File: src/rtl/pipeline_hazard_ctrl_if.sv
// Decode/execute/memory hazard-control bundle between the pipeline datapath (master)
// and the hazard controller (slave).
interface pipeline_hazard_ctrl_if #(
  parameter int REG_AW = 5,
  parameter int CNT_W  = 32
);
  logic              valid_D;
  logic [REG_AW-1:0] rs1_D;
  logic [REG_AW-1:0] rs2_D;
  logic              rs1_used_D;
  logic              rs2_used_D;
  logic [REG_AW-1:0] rd_D;
  logic              reg_wr_D;
  logic              rd_en_D;
  logic              wr_en_D;
  logic              br_taken_E;
  logic              mem_ack;

  logic              stall_F;
  logic              stall_D;
  logic              flush_D;
  logic              flush_E;
  logic              freeze;
  logic [1:0]        fwd_a;
  logic [1:0]        fwd_b;
  logic              mem_req;
  logic              mem_err;
  logic [CNT_W-1:0]  stall_cnt;
  logic [CNT_W-1:0]  flush_cnt;

  modport master (
    output valid_D, rs1_D, rs2_D, rs1_used_D, rs2_used_D, rd_D,
           reg_wr_D, rd_en_D, wr_en_D, br_taken_E, mem_ack,
    input  stall_F, stall_D, flush_D, flush_E, freeze, fwd_a, fwd_b,
           mem_req, mem_err, stall_cnt, flush_cnt
  );

  modport slave (
    input  valid_D, rs1_D, rs2_D, rs1_used_D, rs2_used_D, rd_D,
           reg_wr_D, rd_en_D, wr_en_D, br_taken_E, mem_ack,
    output stall_F, stall_D, flush_D, flush_E, freeze, fwd_a, fwd_b,
           mem_req, mem_err, stall_cnt, flush_cnt
  );
endinterface

File: src/rtl/pipeline_hazard_ctrl.sv
// Hazard/sequencing controller: forwarding selects, load-use stall, branch flush and
// wait-state memory freeze with timeout. Define HAZARD_PERF_EN for stall/flush counters.
module pipeline_hazard_ctrl #(
  parameter int REG_AW   = 5,
  parameter int MAX_WAIT = 15,
  parameter int CNT_W    = 32
) (
  input  logic                  clk,
  input  logic                  rst,
  pipeline_hazard_ctrl_if.slave bus
);

  localparam int WAIT_W = 8;

  typedef struct packed {
    logic              valid;
    logic [REG_AW-1:0] rd;
    logic              reg_wr;
    logic              is_load;
    logic              is_mem;
  } rec_t;

  typedef struct packed {
    rec_t              r;
    logic [REG_AW-1:0] rs1;
    logic [REG_AW-1:0] rs2;
  } erec_t;

  typedef enum logic [1:0] {S_RUN, S_WAIT, S_ABORT} state_t;

  erec_t             e_q, e_d, d_rec;
  rec_t              m_q, m_d, w_q, w_d;
  state_t            state_q;
  logic [WAIT_W-1:0] cnt_q;
  logic              err_q;

  logic mem_req, freeze, load_use, branch, lu_stall, stall;

  function automatic logic [1:0] fwd_sel(input rec_t m, input rec_t w,
                                         input logic [REG_AW-1:0] rs);
    if (m.valid && m.reg_wr && !m.is_load && m.rd != '0 && m.rd == rs) return 2'd1;
    if (w.valid && w.reg_wr && w.rd != '0 && w.rd == rs)                return 2'd2;
    return 2'd0;
  endfunction

  assign mem_req  = m_q.valid & m_q.is_mem & (state_q != S_ABORT);
  assign freeze   = mem_req & ~bus.mem_ack;
  assign load_use = e_q.r.valid & e_q.r.is_load & (e_q.r.rd != '0) & bus.valid_D &
                    ((bus.rs1_used_D & (bus.rs1_D == e_q.r.rd)) |
                     (bus.rs2_used_D & (bus.rs2_D == e_q.r.rd)));
  assign branch   = bus.br_taken_E & ~freeze;
  assign lu_stall = load_use & ~freeze & ~bus.br_taken_E;
  assign stall    = freeze | lu_stall;

  // Controls are forced low while rst is high because some depend on live inputs.
  assign bus.mem_req = ~rst & mem_req;
  assign bus.freeze  = ~rst & freeze;
  assign bus.stall_F = ~rst & stall;
  assign bus.stall_D = ~rst & stall;
  assign bus.flush_D = ~rst & branch;
  assign bus.flush_E = ~rst & (branch | lu_stall);
  assign bus.fwd_a   = fwd_sel(m_q, w_q, e_q.rs1);
  assign bus.fwd_b   = fwd_sel(m_q, w_q, e_q.rs2);
  assign bus.mem_err = err_q;

  // NOTE: every always_comb output gets a default first so no path can infer a latch.
  always_comb begin
    d_rec.r.valid   = bus.valid_D;
    d_rec.r.rd      = bus.rd_D;
    d_rec.r.reg_wr  = bus.reg_wr_D;
    d_rec.r.is_load = bus.rd_en_D;
    d_rec.r.is_mem  = bus.rd_en_D | bus.wr_en_D;
    d_rec.rs1       = bus.rs1_D;
    d_rec.rs2       = bus.rs2_D;

    e_d = e_q;
    m_d = m_q;
    w_d = w_q;
    if (freeze) begin
      w_d = '0;
    end else begin
      // An aborted access leaves M as a bubble so its register write never lands.
      w_d = (state_q == S_ABORT) ? '0 : m_q;
      m_d = e_q.r;
      e_d = (branch | lu_stall) ? '0 : d_rec;
    end
  end

  // NOTE: sequential state uses non-blocking assignments so every flop samples pre-edge values.
  always_ff @(posedge clk or posedge rst) begin
    if (rst) begin
      e_q <= '0;
      m_q <= '0;
      w_q <= '0;
    end else begin
      e_q <= e_d;
      m_q <= m_d;
      w_q <= w_d;
    end
  end

  always_ff @(posedge clk or posedge rst) begin
    if (rst) begin
      state_q <= S_RUN;
      cnt_q   <= '0;
      err_q   <= 1'b0;
    end else begin
      unique case (state_q)
        S_RUN: begin
          cnt_q <= '0;
          if (freeze) state_q <= S_WAIT;
        end
        S_WAIT: begin
          if (bus.mem_ack) begin
            state_q <= S_RUN;
            cnt_q   <= '0;
          end else if (cnt_q == WAIT_W'(MAX_WAIT - 1)) begin
            state_q <= S_ABORT;
            cnt_q   <= '0;
          end else begin
            cnt_q <= cnt_q + 8'd1;
          end
        end
        S_ABORT: begin
          err_q   <= 1'b1;
          state_q <= S_RUN;
        end
        default: state_q <= S_RUN;
      endcase
    end
  end

`ifdef HAZARD_PERF_EN
  logic [CNT_W-1:0] stall_cnt_q, flush_cnt_q;

  always_ff @(posedge clk or posedge rst) begin
    if (rst) begin
      stall_cnt_q <= '0;
      flush_cnt_q <= '0;
    end else begin
      if (stall)  stall_cnt_q <= stall_cnt_q + CNT_W'(1);
      if (branch) flush_cnt_q <= flush_cnt_q + CNT_W'(1);
    end
  end

  assign bus.stall_cnt = stall_cnt_q;
  assign bus.flush_cnt = flush_cnt_q;
`else
  assign bus.stall_cnt = {CNT_W{1'b0}};
  assign bus.flush_cnt = {CNT_W{1'b0}};
`endif

endmodule

File: src/flat_wrapper.sv
// flat-port wrapper written by rule: the top's interface ports become plain ports
module pipeline_hazard_ctrl_flat 
#(
  parameter int REG_AW   = 5,
  parameter int MAX_WAIT = 15,
  parameter int CNT_W    = 32
)
  (clk, rst, bus_valid_D, bus_rs1_D, bus_rs2_D, bus_rs1_used_D, bus_rs2_used_D, bus_rd_D, bus_reg_wr_D, bus_rd_en_D, bus_wr_en_D, bus_br_taken_E, bus_mem_ack, bus_stall_F, bus_stall_D, bus_flush_D, bus_flush_E, bus_freeze, bus_fwd_a, bus_fwd_b, bus_mem_req, bus_mem_err, bus_stall_cnt, bus_flush_cnt);
  pipeline_hazard_ctrl_if #(.REG_AW(REG_AW), .CNT_W(CNT_W)) bus_i ();
  input  logic clk;
  input  logic rst;
  input wire logic [$bits(bus_i.valid_D)-1:0] bus_valid_D;
  input wire logic [$bits(bus_i.rs1_D)-1:0] bus_rs1_D;
  input wire logic [$bits(bus_i.rs2_D)-1:0] bus_rs2_D;
  input wire logic [$bits(bus_i.rs1_used_D)-1:0] bus_rs1_used_D;
  input wire logic [$bits(bus_i.rs2_used_D)-1:0] bus_rs2_used_D;
  input wire logic [$bits(bus_i.rd_D)-1:0] bus_rd_D;
  input wire logic [$bits(bus_i.reg_wr_D)-1:0] bus_reg_wr_D;
  input wire logic [$bits(bus_i.rd_en_D)-1:0] bus_rd_en_D;
  input wire logic [$bits(bus_i.wr_en_D)-1:0] bus_wr_en_D;
  input wire logic [$bits(bus_i.br_taken_E)-1:0] bus_br_taken_E;
  input wire logic [$bits(bus_i.mem_ack)-1:0] bus_mem_ack;
  output wire logic [$bits(bus_i.stall_F)-1:0] bus_stall_F;
  output wire logic [$bits(bus_i.stall_D)-1:0] bus_stall_D;
  output wire logic [$bits(bus_i.flush_D)-1:0] bus_flush_D;
  output wire logic [$bits(bus_i.flush_E)-1:0] bus_flush_E;
  output wire logic [$bits(bus_i.freeze)-1:0] bus_freeze;
  output wire logic [$bits(bus_i.fwd_a)-1:0] bus_fwd_a;
  output wire logic [$bits(bus_i.fwd_b)-1:0] bus_fwd_b;
  output wire logic [$bits(bus_i.mem_req)-1:0] bus_mem_req;
  output wire logic [$bits(bus_i.mem_err)-1:0] bus_mem_err;
  output wire logic [$bits(bus_i.stall_cnt)-1:0] bus_stall_cnt;
  output wire logic [$bits(bus_i.flush_cnt)-1:0] bus_flush_cnt;
  assign bus_i.valid_D = bus_valid_D;
  assign bus_i.rs1_D = bus_rs1_D;
  assign bus_i.rs2_D = bus_rs2_D;
  assign bus_i.rs1_used_D = bus_rs1_used_D;
  assign bus_i.rs2_used_D = bus_rs2_used_D;
  assign bus_i.rd_D = bus_rd_D;
  assign bus_i.reg_wr_D = bus_reg_wr_D;
  assign bus_i.rd_en_D = bus_rd_en_D;
  assign bus_i.wr_en_D = bus_wr_en_D;
  assign bus_i.br_taken_E = bus_br_taken_E;
  assign bus_i.mem_ack = bus_mem_ack;
  assign bus_stall_F = bus_i.stall_F;
  assign bus_stall_D = bus_i.stall_D;
  assign bus_flush_D = bus_i.flush_D;
  assign bus_flush_E = bus_i.flush_E;
  assign bus_freeze = bus_i.freeze;
  assign bus_fwd_a = bus_i.fwd_a;
  assign bus_fwd_b = bus_i.fwd_b;
  assign bus_mem_req = bus_i.mem_req;
  assign bus_mem_err = bus_i.mem_err;
  assign bus_stall_cnt = bus_i.stall_cnt;
  assign bus_flush_cnt = bus_i.flush_cnt;
  pipeline_hazard_ctrl #(.REG_AW(REG_AW), .MAX_WAIT(MAX_WAIT), .CNT_W(CNT_W)) u_core (.clk(clk), .rst(rst), .bus(bus_i));
endmodule
File: config.mk
export PLATFORM = sky130hd
export DESIGN_NAME = pipeline_hazard_ctrl_flat
export DESIGN_NICKNAME = d
export VERILOG_FILES = /design/src/rtl/pipeline_hazard_ctrl_if.sv /design/src/rtl/pipeline_hazard_ctrl.sv /design/src/flat_wrapper.sv
export SDC_FILE = /design/constraint.sdc
export NUM_CORES = 1
export LEC_CHECK = 0
export BUFFER_PORTS_ARGS = -buffer_cell sky130_fd_sc_hd__buf_4
export CORE_UTILIZATION = 40
export CTS_CLUSTER_DIAMETER = 50
export DETAILED_ROUTE_END_ITERATION = 8
export MAX_ROUTING_LAYER = met4
export PLACE_DENSITY_LB_ADDON = 0.15
export SETUP_SLACK_MARGIN = 0.5
export SLEW_MARGIN = 5
export SYNTH_ARGS = -nofsm -noshare
export SYNTH_HDL_FRONTEND = slang
export SYNTH_SLANG_ARGS = --single-unit
File: constraint.sdc
create_clock -name clk -period 2.5 [get_ports clk]
set_input_delay 0.625 -clock clk [delete_from_list [all_inputs] [get_ports clk]]
set_output_delay 0.625 -clock clk [all_outputs]
set_load 0.01 [all_outputs]
=== Word level (Yosys, flattened, before mapping) ===
Cells that the tools add are included.

* $add $sub $neg: 1
* Multiply operators: 0
* Divide/modulo/power cells: 0
* Magnitude comparators: 0
* Eq/ne operators: 12
* Shift operators: 0
* Multiplexer cells: 24
* Bitwise logic cells: 25
* Reductions and logical operators: 16

{| class="wikitable"
|+ Operator list
! cell !! number
|-
| $eq A5 B5 Y1 || 6
|-
| $mux W2 || 11
|-
| $mux W19 || 1
|-
| $mux W9 || 2
|-
| $and A1 B1 Y1 || 17
|-
| $mux W8 || 2
|-
| $pmux W8 S2 || 1
|-
| $reduce_bool A5 Y1 || 3
|-
| $logic_and A1 B1 Y1 || 9
|-
| $add A8 B1 Y8 const B || 1
|-
| $eq A8 B4 Y1 const B || 1
|-
| $mux W1 || 6
|-
| $not A1 Y1 || 4
|-
| $or A1 B1 Y1 || 4
|-
| $pmux W2 S2 || 1
|-
| $ne A3 B2 Y1 const B || 1
|-
| $eq A2 B1 Y1 const B || 1
|-
| $eq A2 B2 Y1 const B || 1
|-
| $logic_not A2 Y1 || 1
|-
| $ne A2 B1 Y1 const B || 1
|-
| $ne A2 B2 Y1 const B || 1
|-
| $reduce_and A2 Y1 || 1
|-
| $reduce_bool A2 Y1 || 1
|-
| $logic_not A1 Y1 || 1
|}

* Bits in registers: 46
* Bits in latches: 0
* Bits in writable memories: 0
* ROM bits: 0
* Bits of input ports: 25
* Output and inout bits: 75
* Word-level logic and storage cells: 96
* Memories: 0

=== Logic depth before layout (Yosys ltp) ===
* Depth in word-level cells: 8
* Mapped depth: 7

=== Least setup slack after synthesis ===
Ideal clock, no wire load.

* Path type: input-to-output
* Start point: input port rst
* End point: output port bus_flush_E
* Data arrival time: 2.110 ns
* Required time: 1.875 ns
* Slack: -0.235 ns
* Cell stages on the path: 3
* Cells stage by stage: inv_1 -> and3_1 -> a21o_1

* Word-level cells in the longest chain between the ends: 2

{| class="wikitable"
|+ Ends and longest elaborated chain
! element !! line !! source
|-
| start, declared || flat_wrapper.sv:11 || <nowiki>input logic rst;</nowiki>
|-
| $not A1 Y1 || pipeline_hazard_ctrl.sv:61 || <nowiki>assign bus.flush_E = ~rst & (branch | lu_stall);</nowiki>
|-
| $and A1 B1 Y1 || pipeline_hazard_ctrl.sv:61 ||
|-
| end, declared || flat_wrapper.sv:26 || <nowiki>output wire logic [$bits(bus_i.flush_E)-1:0] bus_flush_E;</nowiki>
|}

No other way between the ends.

=== Final worst setup path ===
* Start point: register u_core.m_q[4] in the netlist's numbering
* End point: output port bus_fwd_a[1]

* Word-level cells in the longest chain between the ends: 5
* Elaborated cells between the ends (all ways): 6

{| class="wikitable"
|+ Ends and longest elaborated chain
! element !! line !! source
|-
| start, declared || pipeline_hazard_ctrl.sv:32 || <nowiki>rec_t m_q, m_d, w_q, w_d;</nowiki>
|-
| start signal, assigned || pipeline_hazard_ctrl.sv:97 || <nowiki>m_q <= m_d;</nowiki>
|-
| $reduce_bool A5 Y1 || pipeline_hazard_ctrl.sv:41 || <nowiki>if (m.valid && m.reg_wr && !m.is_load && m.rd != '0 && m.rd == rs) return 2'd1;</nowiki>
|-
| $logic_and A1 B1 Y1 || pipeline_hazard_ctrl.sv:41 ||
|-
| $logic_and A1 B1 Y1 * || pipeline_hazard_ctrl.sv:41 ||
|-
| $mux W1 * || pipeline_hazard_ctrl.sv:41 ||
|-
| $mux W2 * || pipeline_hazard_ctrl.sv:42 || <nowiki>if (w.valid && w.reg_wr && w.rd != '0 && w.rd == rs) return 2'd2;</nowiki>
|-
| end, declared || flat_wrapper.sv:28 || <nowiki>output wire logic [$bits(bus_i.fwd_a)-1:0] bus_fwd_a;</nowiki>
|}

Mark *: on every way between the ends. The rest lies on a longest branch, timed or not.

==> reports/results.md <==
## Yosys
* 9.32 um2 — syn avg cell area
* 1.00 — share of flip-flops with an asynchronous set or reset after synthesis
* 46 — post-synthesis sequential element count
* buf_4, dfrtp_1, nand2_1, inv_1 — most instantiated cells after synthesis
* 345 — Mapped Cells
* 0 — number of enable-type register cells in the synthesized netlist
* 0.358 — share of the synthesized area in the top cell type
* dfrtp_1 — most area-hungry cell type in the Yosys netlist
* 3220 um2 — synthesized area
* 0.358 — sequential-to-total area share from yosys stat
* dfrtp_1 — most used flip-flop cell after synthesis
* 0 — total of warnings raised by yosys
* dfrtp_1, buf_4, a21bo_1 — largest cells by area after synthesis
* 44 — Synth cell types
* buf_4 — most instantiated library cell after synthesis

## Global route
* 11400 um — global-route wire length before repair
* 0 — residual overflow from global routing
* 0 — antenna violations before repair
* 47 — maximum number of pins on one net before global-route repair
* 2213 — number of global-route vias before repair
* 0.177 — total routing usage reported by global routing

## Drt
* 6750 um — post-detailed-routing wire length
* 0 — remaining design rule violation count
* 13.8 um — routed length per instance
* 128 — initial detailed-routing violation count
* 2363 — total number of vias
* 4 — drt first pass iters
* 4.84 — via count normalized by instance count
* 0 — remaining number of nets flagged by the antenna check after routing

## Floorplan
* 32 — standard-cell rows
* 91.7 um — vertical die dimension
* 91.7 um — die outline width
* 7770 um2 — floorplan core area
* 0.414 — effective utilization at floorplan
* 8400 um2 — full die area
* 100 — Boundary Pins

## Finish
* 0.464 — Final Core Density
* 1160 um2 — sequential standard cell area
* 12.1% — Area growth, synth to finish
* 412 — Post-layout nets
* 1740 um2 — area occupied by multi-input gates
* 0 — number of antenna diodes
* 0.212 — proportion of layout cells with a drive suffix above 1
* 764 — final-layout fill cell count

## STA
* 0.538 — relative slew slack
* 1.01 — Period Utilization, post-route
* true — setup repair after global routing missed its margin
* 0.00754 ns — skew final
* 0 — total count of max-transition violations in the final report
* 2.52 ns — minimum period implied by the final worst setup slack
* 0 — Final Hold Violating Endpoints
* -0.0220 ns — final worst-path setup slack
* 0.693 ns — actual slew at the worst max-slew pin
* 0.397 GHz — maximum operating frequency
* 2 — number of failing setup endpoints in the final timing report

## Setup path
* 5 — depth of the most critical reg-to-reg path
* u_core.e_q[15]$_DFFE_PP0P_ — startpoint of the most critical register-to-register path
* 1.88 ns — data required time of the critical path
* output pin — Critical Path End Type
* u_core.e_q[13]$_DFFE_PP0P_ — endpoint of the worst register-to-register path
* or4_4 > o2111ai_4 > nor4_2 > nor4_2 > buf_4 — ordered cell list for the critical path
* 2 — critical path peak fanout
* 0.70 ns — setup slack of the most critical reg-to-reg path
* or4_4 — Crit-path slowest cell
* nor4_2 — library cell appearing most often on the critical path
* 1.90 ns — signal arrival time at the worst endpoint
* 0.54 ns — max incr delay on CP
* flip-flop — type of element launching the critical path
* u_core.m_q[4]$_DFFE_PP0P_ — Setup crit start
* flip-flop to output pin — CP Class

## Clocking
* 46 — number of clock sinks seen by CTS
* 0.08 ns — register clock-pin slew on the reported worst setup and hold paths
* 5 — number of CTS-inserted buffers
* 2 — maximum count of clock buffers along a single path
* 0.30 ns — worst skew pair latency
* clkbuf_8 — clk root buf
* yes — TritonCTS clock tree
* 2 — maximum level of the CTS H-tree
* 0 — hold buffers post-CTS

## Pwr
* 0.000222 V — IR Drop Worst-Case VDD
* 1.81 nW — leakage power total
* 1.95 mW — Final Total Pwr
* 540 nW/um2 — power density relative to cell area

## Status
* finished, violations left — run status
* negative setup slack — failing checks

## Min path
* flip-flop to flip-flop — Min-Delay Path Class
* u_core.bus.mem_err$_DFFE_PP0P_ — beginning of the worst hold path
* 1 — hold path cells
* u_core.bus.mem_err$_DFFE_PP0P_ — hold worst-path end

## Job
* 0 — max-cap violation count

## Place
* 0.822 — Routability Congestion
* 35 — Port-buffer cells
* 4790 um — Detail Placement HPWL

per-stage QoR:
stage / area, um2 / setup TNS, ns / setup slack (ns) / hold WS (ns) / cells
CTS: 3570 / -0.0429 / -0.0227 / 0.483 / 487
global route: 3600 / -0.274 / -0.107 / 0.509 / 488
finish: 3600 / -0.0353 / -0.0220 / 0.482 / 488
floorplan: 3480 / -0.0128 / -0.0128 / 0.435 / 408
global placement: 3380 / 0 / 0.208 / 0.450 / 474
detailed placement: 3380 / 0 / 0.185 / 0.455 / 474
logic make-up (layout without fill, tap and decap cells):
kind of cell             Yosys count  in the layout  share of synthesized area
buffers and inverters            103             81                      0.204
AND/OR/NAND/NOR                   81             81                      0.136
AO/OA/AOI/OAI                     78             78                      0.200
flip-flops                        46             46                      0.358
XOR/XNOR                          32             32                     0.0872
adder cells (fa/ha/maj)            2              2                    0.00778
multiplexers                       2              2                    0.00623
other                              1             64                    0.00117
registers in the layout (all words and copies together) (netlist names):
name	flops
u_core.e_q	19
u_core.m_q	9
u_core.cnt_q	8
u_core.w_q	7
u_core.state_q	2
u_core.bus.mem_err	1
worst max path at each step:
stage | end | depth (start not counted)
final | bus_fwd_a[1] | 5
after global routing | bus_fwd_b[1] | 5
after CTS | bus_fwd_b[1] | 5
after detailed placement | bus_stall_F | 6
after global placement | bus_stall_F | 6
after floorplan | bus_flush_E | 3
metal layers:
| metal | up-vias | global-route usage | wire [um] |
|---|---|---|---|
| li1 | 1150 | - | - |
| met1 | 1139 | 0.242 | 3280 |
| met2 | 67 | 0.274 | 3180 |
| met3 | 7 | 0.0282 | 227 |
| met4 | 0 | 0.0489 | 75 |
| met5 | - | - | 0 |
area by class of cell:
| cell class | count | share of cell area |
|---|---|---|
| Timing Repair Buffer | 52 | 0.114 |
| Inverter | 21 | 0.0229 |
| Tap cell | 102 | 0.0354 |
| Sequential cell | 46 | 0.321 |
| Multi-Input combinational cell | 259 | 0.482 |
| Clock buffer | 7 | 0.0239 |
| Clock inverter | 1 | 0.00139 |
cell usage in the layout (no fill, tap or decap), types with 3 or more instances in the layout:
master,instances
o21ai_0,6
dfrtp_1,42
a22o_1,3
a311oi_1,18
a21bo_1,17
dfrtp_2,4
nand2b_1,5
buf_6,5
nor4_2,3
nor3_1,4
xnor2_1,18
a21o_1,5
a22oi_1,17
conb_1,64
inv_1,20
nand2_1,31
nor2_1,7
xor2_1,14
buf_4,47
nand3_1,5
clkbuf_8,6
and3_1,8
where the power goes:
group	leakage (nW)	internal, mW	switching, mW
logic	1.19	0.251	0.285
registers	0.573	0.835	0.107
clock network	0.0482	0.223	0.245
critical path: cells and delay by family (launching register included):
kind                   cells  cell delay [ns]
AO/OA/AOI/OAI              1             0.24
buffers and inverters      1             0.16
flip-flops                 1             0.42
AND/OR/NAND/NOR            3             0.78
what timing repair did:
item | in CTS | in global routing
pin swaps | 7 | 5
cloned | 0 | 0
setup buffers | 5 | 1
setup endpoints to repair | 10 | 9
gates resized for setup | 15 | 5
No activity file was read; power rests on OpenSTA's default activity.
